==> config.mk <==
export PLATFORM = sky130hd
export DESIGN_NAME = sync_fifo_ctrl_flat
export DESIGN_NICKNAME = d
export VERILOG_FILES = /design/src/rtl/sync_fifo_ctrl_if.sv /design/src/rtl/sync_fifo_ctrl.sv /design/src/flat_wrapper.sv
export SDC_FILE = /design/constraint.sdc
export NUM_CORES = 1
export LEC_CHECK = 0
export CAP_MARGIN = 0
export CORE_AREA = 2 2 245 247
export DETAILED_ROUTE_END_ITERATION = 7
export DIE_AREA = 0 0 247 249
export PLACE_DENSITY_LB_ADDON = 0.2
export SLEW_MARGIN = 20
export SYNTH_ARGS = -nofsm -noshare
export SYNTH_HDL_FRONTEND = slang
export SYNTH_SLANG_ARGS = --single-unit
==> constraint.sdc <==
create_clock -name clk -period 11.2 [get_ports clk]
set_input_delay 1.68 -clock clk [delete_from_list [all_inputs] [get_ports clk]]
set_output_delay 1.68 -clock clk [all_outputs]
set_load 0.1 [all_outputs]
==> src/rtl/sync_fifo_ctrl_if.sv <==
// Handshake bundle for sync_fifo_ctrl: write side, read side, status and error flags.
// p_peak_level exists only when SYNC_FIFO_PEAK_LEVEL_EN is defined.
interface sync_fifo_ctrl_if #(
  parameter int unsigned BITS = 32,
  parameter int unsigned SIZE = 16
);
  localparam int unsigned LvlW = $clog2(SIZE + 1);

  logic            p_flush;
  logic            p_write_en;
  logic [BITS-1:0] p_write_data;
  logic            p_write_full;
  logic            p_write_almost_full;
  logic            p_read_en;
  logic [BITS-1:0] p_read_data;
  logic            p_read_empty;
  logic            p_read_almost_empty;
  logic [LvlW-1:0] p_level;
  logic            p_overflow;
  logic            p_underflow;
  logic            p_clear_err;
`ifdef SYNC_FIFO_PEAK_LEVEL_EN
  logic [LvlW-1:0] p_peak_level;
`endif

  modport master (
`ifdef SYNC_FIFO_PEAK_LEVEL_EN
    input  p_peak_level,
`endif
    output p_flush, p_write_en, p_write_data, p_read_en, p_clear_err,
    input  p_write_full, p_write_almost_full, p_read_data, p_read_empty,
    input  p_read_almost_empty, p_level, p_overflow, p_underflow
  );

  modport slave (
`ifdef SYNC_FIFO_PEAK_LEVEL_EN
    output p_peak_level,
`endif
    input  p_flush, p_write_en, p_write_data, p_read_en, p_clear_err,
    output p_write_full, p_write_almost_full, p_read_data, p_read_empty,
    output p_read_almost_empty, p_level, p_overflow, p_underflow
  );
endinterface

==> src/rtl/sync_fifo_ctrl.sv <==
// Single-clock FIFO of any depth with optional FWFT read, thresholds, flush and sticky errors.
// Optional peak-level tracking is enabled by defining SYNC_FIFO_PEAK_LEVEL_EN.
module sync_fifo_ctrl #(
  parameter int unsigned BITS      = 32,
  parameter int unsigned SIZE      = 16,
  parameter int unsigned FWFT      = 0,
  parameter int unsigned AFULL_TH  = SIZE - 2,
  parameter int unsigned AEMPTY_TH = 2
) (
  input  logic                 clk,
  input  logic                 rst_n,
  sync_fifo_ctrl_if.slave      bus
);
  localparam int unsigned LvlW = $clog2(SIZE + 1);
  localparam int unsigned PtrW = (SIZE > 1) ? $clog2(SIZE) : 1;
  localparam logic [LvlW-1:0] LvlFull   = LvlW'(SIZE);
  localparam logic [LvlW-1:0] LvlAfull  = LvlW'(AFULL_TH);
  localparam logic [LvlW-1:0] LvlAempty = LvlW'(AEMPTY_TH);
  localparam logic [PtrW-1:0] PtrLast   = PtrW'(SIZE - 1);

  if (SIZE < 2) begin : g_bad_size
    $fatal(1, "sync_fifo_ctrl: SIZE must be >= 2");
  end
  if (AFULL_TH < 1 || AFULL_TH > SIZE) begin : g_bad_afull
    $fatal(1, "sync_fifo_ctrl: AFULL_TH must be in 1..SIZE");
  end
  if (AEMPTY_TH > SIZE - 1) begin : g_bad_aempty
    $fatal(1, "sync_fifo_ctrl: AEMPTY_TH must be in 0..SIZE-1");
  end

  logic [BITS-1:0] r_mem [SIZE];
  logic [PtrW-1:0] r_wr_ptr, r_rd_ptr, w_wr_ptr_d, w_rd_ptr_d;
  logic [LvlW-1:0] r_level, w_level_d;
  logic            r_full, r_afull, r_empty, r_aempty, r_ovf, r_unf;
  logic            w_ovf_d, w_unf_d, w_wr_acc, w_rd_acc;

  always_comb begin
    w_wr_acc   = bus.p_write_en && !r_full && !bus.p_flush;
    w_rd_acc   = bus.p_read_en && !r_empty && !bus.p_flush;
    w_wr_ptr_d = r_wr_ptr;
    w_rd_ptr_d = r_rd_ptr;
    w_level_d  = r_level;
    if (bus.p_flush) begin
      w_wr_ptr_d = '0;
      w_rd_ptr_d = '0;
      w_level_d  = '0;
    end else begin
      if (w_wr_acc) w_wr_ptr_d = (r_wr_ptr == PtrLast) ? '0 : r_wr_ptr + 1'b1;
      if (w_rd_acc) w_rd_ptr_d = (r_rd_ptr == PtrLast) ? '0 : r_rd_ptr + 1'b1;
      case ({w_wr_acc, w_rd_acc})
        2'b10:   w_level_d = r_level + 1'b1;
        2'b01:   w_level_d = r_level - 1'b1;
        default: w_level_d = r_level;
      endcase
    end
    // A new error event in the same cycle beats the clear.
    w_ovf_d = (bus.p_write_en && r_full)  ? 1'b1 : (bus.p_clear_err ? 1'b0 : r_ovf);
    w_unf_d = (bus.p_read_en  && r_empty) ? 1'b1 : (bus.p_clear_err ? 1'b0 : r_unf);
  end

  always_ff @(posedge clk or negedge rst_n) begin
    if (!rst_n) begin
      r_wr_ptr <= '0;
      r_rd_ptr <= '0;
      r_level  <= '0;
      r_full   <= 1'b0;
      r_afull  <= (AFULL_TH == 0);
      r_empty  <= 1'b1;
      r_aempty <= 1'b1;
      r_ovf    <= 1'b0;
      r_unf    <= 1'b0;
    end else begin
      r_wr_ptr <= w_wr_ptr_d;
      r_rd_ptr <= w_rd_ptr_d;
      r_level  <= w_level_d;
      r_full   <= (w_level_d == LvlFull);
      r_afull  <= (w_level_d >= LvlAfull);
      r_empty  <= (w_level_d == '0);
      r_aempty <= (w_level_d <= LvlAempty);
      r_ovf    <= w_ovf_d;
      r_unf    <= w_unf_d;
    end
  end

  // Storage is deliberately left out of reset.
  always_ff @(posedge clk) begin
    if (w_wr_acc) r_mem[r_wr_ptr] <= bus.p_write_data;
  end

  if (FWFT != 0) begin : g_fwft
    assign bus.p_read_data = r_empty ? '0 : r_mem[r_rd_ptr];
  end else begin : g_reg_read
    logic [BITS-1:0] r_read_data;
    always_ff @(posedge clk or negedge rst_n) begin
      if (!rst_n)        r_read_data <= '0;
      else if (w_rd_acc) r_read_data <= r_mem[r_rd_ptr];
    end
    assign bus.p_read_data = r_read_data;
  end

`ifdef SYNC_FIFO_PEAK_LEVEL_EN
  logic [LvlW-1:0] r_peak, w_peak_d;
  always_comb begin
    w_peak_d = r_peak;
    if (bus.p_flush)                w_peak_d = '0;
    else if (bus.p_clear_err)       w_peak_d = w_level_d;
    else if (w_level_d > r_peak)    w_peak_d = w_level_d;
  end
  always_ff @(posedge clk or negedge rst_n) begin
    if (!rst_n) r_peak <= '0;
    else        r_peak <= w_peak_d;
  end
  assign bus.p_peak_level = r_peak;
`else
  // Peak-level tracking disabled: no extra state.
`endif

  assign bus.p_write_full        = r_full;
  assign bus.p_write_almost_full = r_afull;
  assign bus.p_read_empty        = r_empty;
  assign bus.p_read_almost_empty = r_aempty;
  assign bus.p_level             = r_level;
  assign bus.p_overflow          = r_ovf;
  assign bus.p_underflow         = r_unf;
endmodule
==> src/flat_wrapper.sv <==
// flat-port wrapper written by rule: the top's interface ports become plain ports
module sync_fifo_ctrl_flat 
#(
  parameter int unsigned BITS      = 32,
  parameter int unsigned SIZE      = 16,
  parameter int unsigned FWFT      = 0,
  parameter int unsigned AFULL_TH  = SIZE - 2,
  parameter int unsigned AEMPTY_TH = 2
)
  (clk, rst_n, bus_p_flush, bus_p_write_en, bus_p_write_data, bus_p_read_en, bus_p_clear_err, bus_p_write_full, bus_p_write_almost_full, bus_p_read_data, bus_p_read_empty, bus_p_read_almost_empty, bus_p_level, bus_p_overflow, bus_p_underflow);
  sync_fifo_ctrl_if #(.BITS(BITS), .SIZE(SIZE)) bus_i ();
  input  logic clk;
  input  logic rst_n;
  input wire logic [$bits(bus_i.p_flush)-1:0] bus_p_flush;
  input wire logic [$bits(bus_i.p_write_en)-1:0] bus_p_write_en;
  input wire logic [$bits(bus_i.p_write_data)-1:0] bus_p_write_data;
  input wire logic [$bits(bus_i.p_read_en)-1:0] bus_p_read_en;
  input wire logic [$bits(bus_i.p_clear_err)-1:0] bus_p_clear_err;
  output wire logic [$bits(bus_i.p_write_full)-1:0] bus_p_write_full;
  output wire logic [$bits(bus_i.p_write_almost_full)-1:0] bus_p_write_almost_full;
  output wire logic [$bits(bus_i.p_read_data)-1:0] bus_p_read_data;
  output wire logic [$bits(bus_i.p_read_empty)-1:0] bus_p_read_empty;
  output wire logic [$bits(bus_i.p_read_almost_empty)-1:0] bus_p_read_almost_empty;
  output wire logic [$bits(bus_i.p_level)-1:0] bus_p_level;
  output wire logic [$bits(bus_i.p_overflow)-1:0] bus_p_overflow;
  output wire logic [$bits(bus_i.p_underflow)-1:0] bus_p_underflow;
  assign bus_i.p_flush = bus_p_flush;
  assign bus_i.p_write_en = bus_p_write_en;
  assign bus_i.p_write_data = bus_p_write_data;
  assign bus_i.p_read_en = bus_p_read_en;
  assign bus_i.p_clear_err = bus_p_clear_err;
  assign bus_p_write_full = bus_i.p_write_full;
  assign bus_p_write_almost_full = bus_i.p_write_almost_full;
  assign bus_p_read_data = bus_i.p_read_data;
  assign bus_p_read_empty = bus_i.p_read_empty;
  assign bus_p_read_almost_empty = bus_i.p_read_almost_empty;
  assign bus_p_level = bus_i.p_level;
  assign bus_p_overflow = bus_i.p_overflow;
  assign bus_p_underflow = bus_i.p_underflow;
  sync_fifo_ctrl #(.BITS(BITS), .SIZE(SIZE), .FWFT(FWFT), .AFULL_TH(AFULL_TH), .AEMPTY_TH(AEMPTY_TH)) u_core (.clk(clk), .rst_n(rst_n), .bus(bus_i));
endmodule
==> results of run 1 <==
routing by layer:
layer	wire, um	vias to the layer above
met3	2030	70
met5	25	-
met1	21200	5255
met2	23200	221
met4	1010	4
li1	-	4250
cell families after synthesis:
family                     Yosys count  synth area share [%]
and+or+nand+nor                    159                  3.11
AOI/OAI and AO/OA                   25                 0.818
buffers and inverters               55                  1.22
adders and majority gates            7                 0.406
xor gates and xnor gates             5                 0.203
DFF                                563                  77.3
muxes                              164                  17.0
per-stage QoR:
step,worst slack (ns),std cells
6_report,6.27,1917
3_3_place_gp,5.69,1807
3_5_place_dp,5.64,1807
2_1_floorplan,6.18,978
5_1_grt,6.04,1917
4_1_cts,6.26,1917
final cells by class:
class,count,area (um^2)
timing repair buffer,104,976
tap,773,967
clock buffer,74,1610
clock inverter,36,255
multi-input combinational,360,4750
fill,4994,33400
inverter,7,31.3
sequential,563,16700
tightest hold or removal path, delay by kind of cell, from the launching register on:
kind             cells  cell delay, ns
AND/OR/NAND/NOR      2            0.10
flip-flops           1            0.34
power by group:
part | leakage (nW) | internal, W | switching, W | total [W]
combinational | 1.80 | 0.000256 | 0.000632 | 0.000888
clock | 0.919 | 0.00108 | 0.000792 | 0.00187
sequential | 5.26 | 0.00237 | 0.0000645 | 0.00244
total | 7.98 | 0.00371 | 0.00149 | 0.00519
sequential cells by signal, indices dropped and copies added (netlist names), 4 cells and up:
signal,count
u_core.r_rd_ptr,4
u_core.bus.p_read_data,32
u_core.r_mem,512
u_core.bus.p_level,5
u_core.r_wr_ptr,4
path summary, 6_finish.rpt:
check / from / end / slack [ns] / cells past startpoint
setup / recovery: bus_p_flush / u_core.bus.p_read_almost_empty / 6.27 / 11
min in group asynchronous: rst_n / u_core.bus.p_level[1] / 1.26 / 2
hold / removal: u_core.bus.p_read_data[13] / u_core.bus.p_read_data[13] / 0.48 / 2
hold reg to reg: u_core.bus.p_read_data[13] / u_core.bus.p_read_data[13] / 0.48 / 2
setup reg to reg: u_core.r_rd_ptr[1] / u_core.bus.p_read_data[31] / 7.70 / 6
max in group asynchronous: rst_n / u_core.r_rd_ptr[1] / 9.31 / 2
cell usage in the layout (no fill, tap or decap), drive strengths merged, types with 11 or more instances in the layout:
cell and instances:
nor2 25, clkinv 31, buf 25, edfxtp 512, clkbuf 74, clkdlybuf4s50 79, mux4 160, a21oi 11
dfrtp 49, nand2 113
==> flow_summary_export.csv, run 1 <==
group,metric,value,unit
floorplanning,die-area,0.0615,mm^2
setup_path,required,11.70,ns
sta,relSlewSlack,26.9,%
clock_network,htree_levels,2,
floorplanning,die_h,249,um
route,drt_wl_total,47500,um
global_routing,gr-total-overflow,0,
cells_and_area,final_core_util,43.0,%
sta,slew_violations,0,
yosys,synth_edf_count,512,
global_routing,grt_start_max_net_pins,71,
yosys,async_flop_share,9.06,%
route,drc,0,
setup_path,crit_path_cell_trace,"clkdlybuf4s50_1, or3b_2, inv_6, nand2_1, xnor2_1, ha_1, a21o_1, a21oi_1, o211ai_1, mux2_4, a2111oi_4",
yosys,yosysTopAreaCell,"edfxtp_1",
setup_path,crit_fanout,37,
yosys,synth_area_leaders,"edfxtp_1, mux4_2, dfrtp_1",
route,drt_iter0_drc,879,
clock_network,cts_root_buffer,"clkbuf_16",
flow_run,drv_cap,0,
floorplanning,rows,89,
floorplanning,die_x,247,um
yosys,ys.flop_type,"edfxtp_1",
yosys,syn-cell-area,0.0216,mm^2
clock_network,numCtsBuffers,58,
cells_and_area,drive_above_1_share,26.7,%
hold_path,hold_class,"flop to flop",
yosys,synth_top_area_share,71.3,%
setup_path,crit_slowest_cell,"or3b_2",
sta,hold_viol_final,0,
place,io_buffers,80,
clock_network,clkSinkCount,563,
global_routing,grt_use_met1,22.3,%
setup_path,crit_arrival,5.43,ns
setup_path,critical_path_class,"input port to flop",
floorplanning,initial_core_util,36.7,%
sta,rsz0062_at_grt,"false",
power,power.density,206,mW/mm^2
power,ir_drop,0.000166,V
global_routing,grt_pass1_wl,70800,um
cells_and_area,antenna_cells,0,
clock_network,clkTransAtPathRegs,0.06,ns
clock_network,cts_setup_buffers,0,
cells_and_area,design_area,0.0252,mm^2
global_routing,grt_pass1_vias,10500,
floorplanning,core_area,0.0587,mm^2
place,placed_cell_area,0.0234,mm^2
yosys,synth_cell_types,39,
sta,fin_crit_sh,44.0,%
route,ant_nets,0,
sta,timing.fmax,203,MHz
sta,fin_setup_tns,0,ns
yosys,syn_avg_cell_area,22.0,um^2
yosys,syn_inst,978,
route,wire_per_inst,24.8,um
clock_network,ctsLongestPathBuffers,3,
clock_network,cts_hold_buf,0,
setup_path,end_kind,"flop",
yosys,synthTopCellsByCount,"edfxtp_1, mux4_2, nand2_1",
power,leakagePower,7.98,nW
global_routing,gr-usage-all-layers,15.8,%
place,dpl.hpwl,24500,um
global_routing,grt_util_met3,2.59,%
setup_path,cpPeakStageDelay,0.88,ns
route,routed_via_density,5.11,
clock_network,cts-resized-gates,0,
sta,fin_crit,4.93,ns
setup_path,crit_buf_inv,2,
setup_path,critical_path.top_delay_family,"buffers and inverters",
global_routing,grt_busiest_layer,"met2",
sta,hold_ws,0.477,ns
sta,final-setup-viol-count,0,
yosys,yosysMostFrequentCell,"edfxtp_1",
sta,tightestPinTransition,1.10,ns
outcome,status,"complete, no violations",
route,dr.pass1.iters,5,
cells_and_area,synthToLayoutAreaGrowth,17.1,%
cells_and_area,fin_nets,1139,
yosys,synth_seq_cells,563,
yosys,ys_seq_area_share,77.3,%
global_routing,antenna_found_initial,2,
clock_network,cts_tree,"yes",
route,routed-via-count,9800,
sta,finClkSkew,0.0163,ns
yosys,yosysWarnings,0,
power,finalPower,0.00519,W
yosys,syn-num-nets,1023,
global_routing,use_met2,25.5,%
floorplanning,num_io_pins,81,
clock_network,clk_latency,0.61,ns
place,place.gp.congestion,0.690,
setup_path,start_kind,"input port",
(Power assumes the default switching activity.)
==> run 2: changes to the inputs <==
clock period = 4.3 ns   (was 11.2 ns; I/O delays follow)
==> run 2 against run 1 <==
Net effect: clock-buffer cell count is 5 higher; non-clock buffer count is 11 higher; power grew to 2.6 times the previous value; critical path type unchanged; largest cell class unchanged; largest power group unchanged.
==> flow_summary_export.csv, run 2 (synthesis gave the netlist of run 1 again) <==
group,metric,value,unit
power,power.density,534,mW/mm^2
route,met2_length,21700,um
floorplanning,die_h,249,um
sta,final-setup-viol-count,0,
setup_path,cpPeakStageDelay,0.53,ns
setup_path,crit_slowest_cell,"or3b_2",
clock_network,cts_root_buffer,"clkbuf_16",
route,dr.pass1.iters,5,
sta,finClkSkew,0.0107,ns
sta,fin_crit,3.09,ns
hold_path,hold_class,"input port to async pin",
global_routing,grt_pass1_vias,10400,
route,route.met3.wl,2330,um
clock_network,cts_setup_buffers,0,
cells_and_area,largest_register_ff_count,512,
cells_and_area,final_cell_mix,"edfxtp_1, mux4_2, nand2_1",
clock_network,cts-resized-gates,0,
setup_path,critical_path_class,"input port to flop",
sta,tightestPinTransition,1.04,ns
route,ant_nets,0,
cells_and_area,final_core_util,43.4,%
clock_network,clkTransAtPathRegs,0.06,ns
clock_network,cts_tree,"yes",
setup_path,crit_path_cell_trace,"clkdlybuf4s50_1, or3b_2, inv_6, buf_4, ha_1, a21o_1, a21oi_1, nor3b_2, mux2_4, a2111oi_4",
setup_path,required,4.79,ns
setup_path,end_kind,"flop",
place,place.gp.congestion,0.719,
cells_and_area,final_common_cell,"edfxtp_1",
floorplanning,num_io_pins,81,
global_routing,grt_start_max_net_pins,47,
place,io_buffers,80,
clock_network,clkSinkCount,563,
cells_and_area,fin_nets,1148,
global_routing,grt_pass1_wl,69700,um
global_routing,gr-usage-all-layers,15.4,%
floorplanning,die_x,247,um
sta,rsz0062_at_grt,"false",
route,drc,0,
power,leakagePower,8.07,nW
floorplanning,rows,89,
sta,fin_crit_sh,71.8,%
cells_and_area,drive_above_1_share,27.7,%
route,routed_via_density,5.13,
clock_network,cts_hold_buf,0,
floorplanning,initial_core_util,36.7,%
outcome,status,"complete, no violations",
global_routing,gr-total-overflow,0,
setup_path,crit_arrival,3.58,ns
clock_network,clk_latency,0.60,ns
route,wirelength_met1,21300,um
clock_network,numCtsBuffers,56,
setup_path,crit_fanout,20,
cells_and_area,antenna_cells,0,
setup_path,crit_buf_inv,3,
route,routed-via-count,9853,
flow_run,drv_cap,0,
sta,slew_violations,0,
place,dpl.hpwl,26200,um
route,drt_wl_total,46100,um
cells_and_area,regMostFlops,"u_core.r_mem",
floorplanning,die-area,0.0615,mm^2
sta,fin_setup_tns,0,ns
sta,timing.fmax,324,MHz
sta,hold_viol_final,0,
route,drt_iter0_drc,898,
setup_path,start_kind,"input port",
clock_network,htree_levels,2,
clock_network,ctsLongestPathBuffers,3,
setup_path,critical_path.top_delay_family,"buffers and inverters",
floorplanning,core_area,0.0587,mm^2
sta,relSlewSlack,30.2,%
route,routed.top_layer,"met5",
power,ir_drop,0.000420,V
global_routing,antenna_found_initial,1,
route,wire_per_inst,24.0,um
cells_and_area,synthToLayoutAreaGrowth,18.1,%
run 2: cell types whose count changed in the layout (fill, tap and decap cells not counted), sizes merged:
cell and delta:
buf +11, bufinv +2, clkbuf +5, clkinv -11, clkinvlp -2
run 2: area by class of cell:
cell class / count / area [um^2]
fill: 4971 / 33200
sequential: 563 / 16700
multi-input combinational: 360 / 4750
clock buffer: 79 / 1600
timing repair buffer: 115 / 1200
tap: 773 / 967
clock inverter: 25 / 255
inverter: 7 / 31.3
run 2: stage by stage:
step           power [W]  hold slack, ns  cells  area (um^2)  setup slack (ns)
2_1_floorplan    0.00817           0.349    978        21600             0.148
3_3_place_gp     0.00882           0.456   1818        23600             0.666
3_5_place_dp     0.00884           0.462   1818        23600             0.611
4_1_cts           0.0138           0.189   1922        25500              1.24
5_1_grt           0.0141           0.243   1922        25500              1.13
6_report          0.0136           0.191   1922        25500              1.21
run 2: per-layer routing:
metal | global-route usage (%) | vias to the layer above
met5 | 0 | -
met3 | 3.20 | 59
met4 | 3.65 | 2
met1 | 22.4 | 5293
li1 | - | 4272
met2 | 23.9 | 227
run 2: power breakdown:
group          internal [W]  switching [W]
Sequential          0.00618       0.000146
Combinational      0.000683        0.00169
Clock               0.00288        0.00203
run 2: final timing paths:
check	from	to	slack, ns	cells after the start
min in group clk	u_core.bus.p_read_data[4]	u_core.bus.p_read_data[4]	0.47	2
worst max register to register	u_core.bus.p_read_empty	u_core.bus.p_read_almost_empty	1.42	9
worst max-delay path	bus_p_read_en	u_core.bus.p_read_almost_empty	1.21	10
worst min register to register	u_core.bus.p_read_data[4]	u_core.bus.p_read_data[4]	0.47	2
max in group asynchronous	rst_n	u_core.bus.p_read_data[18]	3.25	2
worst min-delay path	rst_n	u_core.r_rd_ptr[1]	0.19	1
==> run 3: changes to the inputs <==
clock period = 3.2 ns   (was 4.3 ns; I/O delays follow)
==> run 3 against run 2 <==
Net effect: combinational power is 32% higher; sequential power is 34% higher; clock skew is 0.0061 ns higher; power is 36% higher; flip-flop and latch count stayed put; register-to-register slack worse by 0.87 ns; critical path depth stayed put; worst hold slack better by 0.28 ns; cell count is 1.1% higher; global-route usage is 1.0 points higher; first-iteration DRC count is 8.8% lower; final area is 1.3% higher; critical path type is now flop to flop; highest routed layer unchanged.
==> flow_summary_export.csv, run 3 (synthesis gave the netlist of run 1 again) <==
group,metric,value,unit
setup_path,crit_path_end,"u_core.bus.p_read_almost_empty",
route,routed_via_density,5.19,
place,place_inst,1837,
sta,fin_crit_sh,82.8,%
cells_and_area,multi_input_area,0.00477,mm^2
setup_path,required,3.70,ns
hold_path,hold_class,"flop to flop",
flow_run,drv_cap,0,
sta,slew_violations,0,
setup_path,r2r_cells,10,
place,dp_slack,-0.0305,ns
floorplanning,die_h,249,um
setup_path,start_kind,"flop",
setup_path,end_kind,"flop",
clock_network,clkSinkCount,563,
clock_network,htree_levels,2,
clock_network,clk_latency,0.62,ns
route,dr.pass1.iters,7,
global_routing,grt_pass1_vias,10600,
sta,rsz0062_at_grt,"false",
route,routed-via-count,10100,
sta,timing.fmax,377,MHz
cells_and_area,final_common_cell,"edfxtp_1",
setup_path,crit_fanout,5,
sta,setup_ws,0.550,ns
cells_and_area,ff_latch_area,0.0167,mm^2
sta,hold_viol_final,0,
route,ant_nets,0,
global_routing,grt_start_max_net_pins,50,
sta,final-setup-viol-count,0,
place,dpl.hpwl,26600,um
cells_and_area,regMostFlops,"u_core.r_mem",
route,wire_per_inst,25.4,um
outcome,status,"complete, no violations",
clock_network,cts_root_buffer,"clkbuf_16",
setup_path,crit_arrival,3.15,ns
floorplanning,die_x,247,um
floorplanning,core_area,0.0587,mm^2
route,drt_iter0_drc,819,
floorplanning,rows,89,
floorplanning,initial_core_util,36.7,%
sta,tightestPinTransition,0.974,ns
power,power.density,717,mW/mm^2
cells_and_area,fin_nets,1169,
power,ir_drop,0.000411,V
clock_network,clkTransAtPathRegs,0.06,ns
sta,relSlewSlack,34.8,%
global_routing,gr-usage-all-layers,16.4,%
clock_network,ctsLongestPathBuffers,3,
global_routing,grt_pass1_wl,72900,um
floorplanning,num_io_pins,81,
clock_network,cts_setup_buffers,0,
setup_path,r2r-end,"u_core.bus.p_read_almost_empty",
place,place.gp.congestion,0.726,
cells_and_area,antenna_cells,0,
setup_path,rrSetupSlack,0.55,ns
setup_path,worstReg2RegStart,"u_core.bus.p_read_empty",
global_routing,gr-total-overflow,0,
clock_network,cts_tree,"yes",
global_routing,antenna_found_initial,2,
sta,fin_crit,2.65,ns
floorplanning,die-area,0.0615,mm^2
cells_and_area,largest_register_ff_count,512,
cells_and_area,synthToLayoutAreaGrowth,19.7,%
cells_and_area,drive_above_1_share,31.9,%
place,io_buffers,80,
power,leakagePower,8.28,nW
sta,finClkSkew,0.0168,ns
route,drt_wl_total,49300,um
route,drc,0,
clock_network,cts_hold_buf,1,
cells_and_area,n_fill_cell,4919,
clock_network,cts-resized-gates,0,
setup_path,critical_path_class,"flop to flop",
cells_and_area,final_cell_mix,"edfxtp_1, mux4_2, nand2_1",
clock_network,numCtsBuffers,57,
setup_path,crit_start,"u_core.bus.p_read_empty",
cells_and_area,layout.cells.non_filler,1944,
sta,hold_ws,0.472,ns
## run 3: cell types whose count changed in the layout (fill, tap and decap cells not counted), moves of 2 or more
| cell | delta |
|---|---|
| buf_4 | +46 |
| clkinv_2 | -9 |
| clkdlybuf4s50_1 | -40 |
| clkinv_4 | -2 |
| bufinv_16 | +2 |
| nor3_2 | -4 |
| clkbuf_1 | +5 |
| buf_12 | +13 |
| nor3_4 | +4 |
| clkbuf_8 | +4 |
## run 3: area by class of cell
type / instances / area share [%]
flip-flops and latches: 563 / 64.6
multi-input cells: 360 / 18.5
clock buffers: 88 / 6.49
repair buffers: 135 / 5.47
well taps: 773 / 3.75
clock inverters: 18 / 1.07
inverters: 7 / 0.121
## run 3: routing by layer
metal | track usage (%) | share of wire [%]
met5 | 0 | 0.047
met4 | 4.85 | 2.1
met3 | 2.83 | 4.5
met2 | 26.1 | 48
met1 | 23.3 | 45
## run 3: how the worst min path moves through the flow
stage | from | to | slack [ns] | cells past startpoint
after floorplan | rst_n | u_core.bus.p_level[0] | 0.18 | 0
after global placement | u_core.bus.p_read_data[12] | u_core.bus.p_read_data[12] | 0.46 | 2
after detailed placement | u_core.bus.p_read_data[26] | u_core.bus.p_read_data[26] | 0.46 | 2
after CTS | bus_p_clear_err | u_core.bus.p_overflow | 0.45 | 2
after global routing | bus_p_clear_err | u_core.bus.p_overflow | 0.50 | 2
final | u_core.bus.p_read_data[23] | u_core.bus.p_read_data[23] | 0.47 | 2
## run 3: critical path, cell delays in order, from the launching register on
cell	delay [ns]
dfstp_2	0.39
or3b_2	0.51
inv_6	0.08
nand2_1	0.07
xnor2_1	0.14
ha_1	0.22
a21o_1	0.19
a21oi_1	0.16
o211ai_1	0.13
mux2_4	0.35
a2111oi_4	0.32
## run 3: stage by stage
step	power, W	setup TNS [ns]	util (%)	instance area (um^2)
after global placement	0.0118	-0.0251	40.6	23800
after CTS	0.0187	0	44.0	25800
final	0.0185	0	44.0	25800
after floorplan	0.0110	-30.16	-	21600
after global routing	0.0191	0	44.0	25800
after detailed placement	0.0118	-0.0305	40.6	23800
## run 3: power by group
group	internal [W]	total (W)	switching (W)
clock network	0.00415	0.00689	0.00274
registers	0.00830	0.00848	0.000182
logic	0.000865	0.00314	0.00227
total	0.0133	0.0185	0.00519
